**src/rtl/chnl_pkg.sv**
```systemverilog
// rtl/chnl_pkg.sv - shared widths and types for the channel receive slice
package chnl_pkg;

  localparam int CHNL_DW = 8;
  localparam int CNT_W   = 16;

  typedef logic [CHNL_DW-1:0] chnl_data_t;

endpackage

```
**src/rtl/chnl_sync_fifo.sv**
```systemverilog
// rtl/chnl_sync_fifo.sv - synchronous FIFO with a registered first-word-fall-through head
module chnl_sync_fifo #(
  parameter int  DEPTH = 32,
  parameter int  DW    = 8,
  localparam int AW    = $clog2(DEPTH)
) (
  input  logic          clk,
  input  logic          rst,
  input  logic          wr_en,
  input  logic [DW-1:0] wr_data,
  input  logic          rd_en,
  output logic [DW-1:0] rd_data,
  output logic          full,
  output logic          empty,
  output logic [AW:0]   count
);

  logic [DW-1:0] mem [DEPTH];
  logic [AW-1:0] wr_ptr;
  logic [AW-1:0] rd_ptr;
  logic [AW-1:0] rd_ptr_nxt;
  logic [AW:0]   occ_after_rd;
  logic [AW:0]   count_nxt;

  always_comb begin
    rd_ptr_nxt   = rd_ptr + AW'(rd_en);
    occ_after_rd = count - (AW+1)'(rd_en);
    count_nxt    = occ_after_rd + (AW+1)'(wr_en);
  end

  always_ff @(posedge clk) begin
    if (wr_en) begin
      mem[wr_ptr] <= wr_data;
    end
  end

  // A write into an otherwise-empty FIFO becomes the head directly, since
  // mem[rd_ptr_nxt] still holds stale data during that edge.
  always_ff @(posedge clk) begin
    if (rst) begin
      wr_ptr  <= '0;
      rd_ptr  <= '0;
      count   <= '0;
      rd_data <= '0;
    end else begin
      wr_ptr <= wr_ptr + AW'(wr_en);
      rd_ptr <= rd_ptr_nxt;
      count  <= count_nxt;
      if (wr_en && (occ_after_rd == '0)) begin
        rd_data <= wr_data;
      end else if (count_nxt != '0) begin
        rd_data <= mem[rd_ptr_nxt];
      end
    end
  end

  assign full  = (count == (AW+1)'(DEPTH));
  assign empty = (count == '0);

endmodule

```
**src/rtl/chnl_rx_slave.sv**
```systemverilog
// rtl/chnl_rx_slave.sv - channel receive slave: handshake gating, margin and byte counter
module chnl_rx_slave
  import chnl_pkg::*;
#(
  parameter int  DEPTH = 32,
  parameter int  DW    = CHNL_DW,
  localparam int AW    = $clog2(DEPTH)
) (
  input  logic             clk,
  input  logic             rst,
  input  logic             en,
  input  logic             clr_cnt,
  input  logic [DW-1:0]    ch_data,
  input  logic             ch_valid,
  output logic             ch_ready,
  output logic [DW-1:0]    out_data,
  output logic             out_valid,
  input  logic             out_ready,
  output logic [AW:0]      margin,
  output logic [CNT_W-1:0] rx_cnt
);

  logic        wr_en;
  logic        rd_en;
  logic        full;
  logic        empty;
  logic [AW:0] count;
  logic [AW:0] count_nxt;

  // ch_ready looks only at registered state, en and rst, never at ch_valid.
  assign ch_ready  = en & ~full & ~rst;
  assign out_valid = ~empty;
  assign wr_en     = ch_valid & ch_ready;
  assign rd_en     = out_valid & out_ready;
  assign count_nxt = count + (AW+1)'(wr_en) - (AW+1)'(rd_en);

  chnl_sync_fifo #(
    .DEPTH (DEPTH),
    .DW    (DW)
  ) u_fifo (
    .clk     (clk),
    .rst     (rst),
    .wr_en   (wr_en),
    .wr_data (ch_data),
    .rd_en   (rd_en),
    .rd_data (out_data),
    .full    (full),
    .empty   (empty),
    .count   (count)
  );

  // clr_cnt wins over the increment but still counts a coincident write.
  always_ff @(posedge clk) begin
    if (rst) begin
      margin <= (AW+1)'(DEPTH);
      rx_cnt <= '0;
    end else begin
      margin <= (AW+1)'(DEPTH) - count_nxt;
      if (clr_cnt) begin
        rx_cnt <= CNT_W'(wr_en);
      end else if (wr_en) begin
        rx_cnt <= rx_cnt + CNT_W'(1);
      end
    end
  end

endmodule

```
**config.mk**
```make
export PLATFORM = sky130hd
export DESIGN_NAME = chnl_rx_slave
export DESIGN_NICKNAME = d
export VERILOG_FILES = /design/src/rtl/chnl_pkg.sv /design/src/rtl/chnl_sync_fifo.sv /design/src/rtl/chnl_rx_slave.sv
export SDC_FILE = /design/constraint.sdc
export NUM_CORES = 1
export LEC_CHECK = 0
export BUFFER_PORTS_ARGS = -buffer_cell sky130_fd_sc_hd__buf_2
export CAP_MARGIN = 40
export CORE_ASPECT_RATIO = 0.75
export CORE_UTILIZATION = 35
export CTS_BUF_LIST = sky130_fd_sc_hd__clkbuf_8
export DETAILED_ROUTE_END_ITERATION = 16
export GPL_TIMING_DRIVEN = 0
export PLACE_DENSITY = 0.59
export SLEW_MARGIN = 20
export SYNTH_ARGS = -nofsm -noshare
export SYNTH_HDL_FRONTEND = slang
export SYNTH_HIERARCHICAL = 1
export SYNTH_SLANG_ARGS = --single-unit
```
**constraint.sdc**
```tcl
create_clock -name clk -period 9.42 [get_ports clk]
set_input_delay 1.413 -clock clk [delete_from_list [all_inputs] [get_ports clk]]
set_output_delay 1.413 -clock clk [all_outputs]
set_load 0.01 [all_outputs]
```
==> impl_results.md <==
- Status: finished, final reports clean
- Final period util: 0.455
- Slew Limit Fails: 0
- Total Wirelength: 28.6 mm
- Postcts setup bufs: 0
- Worst Path Required: 9.89 ns
- Leak: 4.61 nW
- Synth Flop Type: edfxtp_1
- Hold Vio Cnt, Final: 0
- # IOs: 46
- CTS buffer count: 45
- Final setup skew: 0.0316 ns
- Gr ovfl total: 0
- Setup violations, final: 0
- Hold_ws: 0.471 ns
- Clock Sinks: 302
- GPL Wtd Cong: 0.935
- Fin cells: 1331
- Die height: 164 µm
- Core area: 34600 µm²
- Synthesized instance count: 736
- Hold-fix buffers, CTS: 0
- Peak fanout along the critical path: 10
- CTS max path bufs: 3
- Clk_lat worst skew: 0.59 ns
- Final nets: 869
- Tightest Pin Transition: 0.828 ns
- Area Overhead vs Synth: 14.1%
- Syn nets: 766
- Register area share after synthesis: 0.700
- Clock transition at path regs: 0.07 ns
- Post-synth ARST share: 0
- Starting Density: 0.355
- Final min period: 4.29 ns
- Detailed-route via count: 6942
- #FFs+latches synth: 302
- Per-cell routed wire length: 21.5 µm
- Vias in the first global route: 6743
- Die W: 219 µm
- Largest net degree at the start of global routing: 34
- Die ar.: 35900 µm²
- Top cells by count, synth: edfxtp_1, mux4_2, nor2_1, nand2_1, dfxtp_1
- Post-synth EDFFs: 256
- Peak VDD IR: 0.000120 V
- Slew HR: 0.446
- Worst hold path type: flip-flop to flip-flop
- Cells taking the most area after synthesis: edfxtp_1, mux4_2, dfxtp_1
- Worst endpoint data arrival time: 4.76 ns
- Yosys top cell by area: edfxtp_1
- First-pass GRT wire length: 42.8 mm
- RSZ-0062 raised after global routing: false
- CTS H-tree lvls: 2
- # DRC: 0
- Fmax: 233 MHz
- Pre-Repair DR Iteration Count: 5
- Detailed Place HPWL: 18.4 mm
- Synth top area share: 0.625
- Ys Warns: 6
- Antenna viol nets, final: 0
- Share of cells above drive strength 1: 0.235
- ANT cells: 0
- Most frequent cell after synthesis: edfxtp_1
- Site Rows: 59
- Post-CTS resize count: 0
- CP Launch Type: flip-flop
- Clk root buf: clkbuf_8
- Post-Syn Area: 12300 µm²
- Maxcap violations: 0
- TritonCTS clock tree: yes
- Synth Area per Inst: 16.7 µm²
- Distinct cells, synth: 56
- Tot GR Track Use: 0.164
- P per Cell Area: 282 nW/µm²
- Vias/cell: 5.22
- WS Path Type: flip-flop to flip-flop
- DP Cell Count: 1240
- Initial antenna violation count: 0
- Port-buffer cells: 45
- TNS Setup: 0 ns
- Critical Path End Type: flip-flop
- DR iter-0 viols: 660
==> flip-flops by register name, indices dropped and copies added, names as in the netlist <==
register and cells:
margin 6, u_fifo/count 6, rx_cnt 16, u_fifo/wr_ptr 5
u_fifo/rd_ptr 5, u_fifo/rd_data 8, u_fifo/mem 256
==> layout make-up <==
| class | count | area (µm²) |
|---|---|---|
| Sequential cell | 302 | 8610 |
| Fill cell | 3164 | 20600 |
| Multi-Input combinational cell | 384 | 3480 |
| Buffer | 34 | 161 |
| Inverter | 16 | 60.1 |
| Clock buffer | 47 | 647 |
| Timing Repair Buffer | 56 | 305 |
| Tap cell | 457 | 572 |
| Clock inverter | 35 | 210 |
==> cell usage in the layout, fill, tap and decap left out, types with 11 or more instances in the layout <==
master / synthesis / final
nand2_1: 62 / 62
ha_1: 15 / 15
inv_1: 15 / 26
a32oi_1: 14 / 14
clkinv_1: 1 / 12
clkbuf_8: 0 / 47
clkbuf_1: 20 / 20
nor2b_1: 11 / 11
edfxtp_1: 256 / 256
dfxtp_1: 46 / 46
nor2_1: 63 / 63
mux4_2: 64 / 64
xnor2_1: 19 / 19
nand3_1: 20 / 20
buf_2: 9 / 55
a21oi_1: 13 / 13
==> path summary, 6_finish.rpt <==
check                       start                end  slack, ns  depth (start not counted)
setup / recovery  u_fifo/count[3]  u_fifo/rd_data[1]       5.13                         15
hold / removal         rx_cnt[15]         rx_cnt[15]       0.47                          2
setup reg to reg  u_fifo/count[3]  u_fifo/rd_data[1]       5.13                         15
hold reg to reg        rx_cnt[15]         rx_cnt[15]       0.47                          2
==> logic make-up after synthesis <==
logic type	Yosys count	synth area share
fa+ha+maj	16	0.0169
simple gates	205	0.0821
mux	71	0.123
flops	302	0.700
xor+xnor	31	0.0253
compound gates	61	0.0354
buf+inv	50	0.0180
==> metrics by stage <==
| stage | setup WS, ns | cell area [µm²] | power, mW | utilization |
|---|---|---|---|---|
| 5_1_grt | 4.90 | 14000 | 4.17 | 0.406 |
| 2_1_floorplan | 5.61 | 12300 | 2.55 | - |
| 6_report | 5.13 | 14000 | 3.96 | 0.406 |
| 3_5_place_dp | 4.63 | 13100 | 2.97 | 0.379 |
| 4_1_cts | 5.12 | 14000 | 4.00 | 0.404 |
| 3_3_place_gp | 4.66 | 13100 | 2.94 | 0.378 |
==> per-layer routing <==
metal / share of wire / track usage / up-vias
li1: - / - / 3092
met1: 0.47 / 0.247 / 3510
met2: 0.42 / 0.227 / 287
met3: 0.092 / 0.0449 / 53
met4: 0.020 / 0.0509 / 0
met5: 0 / 0 / -
==> where the power goes <==
| group | internal, mW | switching (mW) |
|---|---|---|
| combinational | 0.649 | 0.745 |
| clock | 0.523 | 0.505 |
| sequential | 1.49 | 0.0455 |
==> critical path, cell delays in order (launching register included) <==
cell	delay, ns
dfxtp_1	0.44
nor3_2	0.34
nand2_1	0.09
nor2_1	0.09
inv_1	0.06
nand2_1	0.13
inv_1	0.10
ha_1	0.24
ha_1	0.32
clkbuf_1	0.53
clkbuf_1	0.61
mux4_2	0.44
mux2i_1	0.32
a32oi_1	0.11
a32oi_1	0.25
a21oi_1	0.09
(Power assumes the default switching activity.)
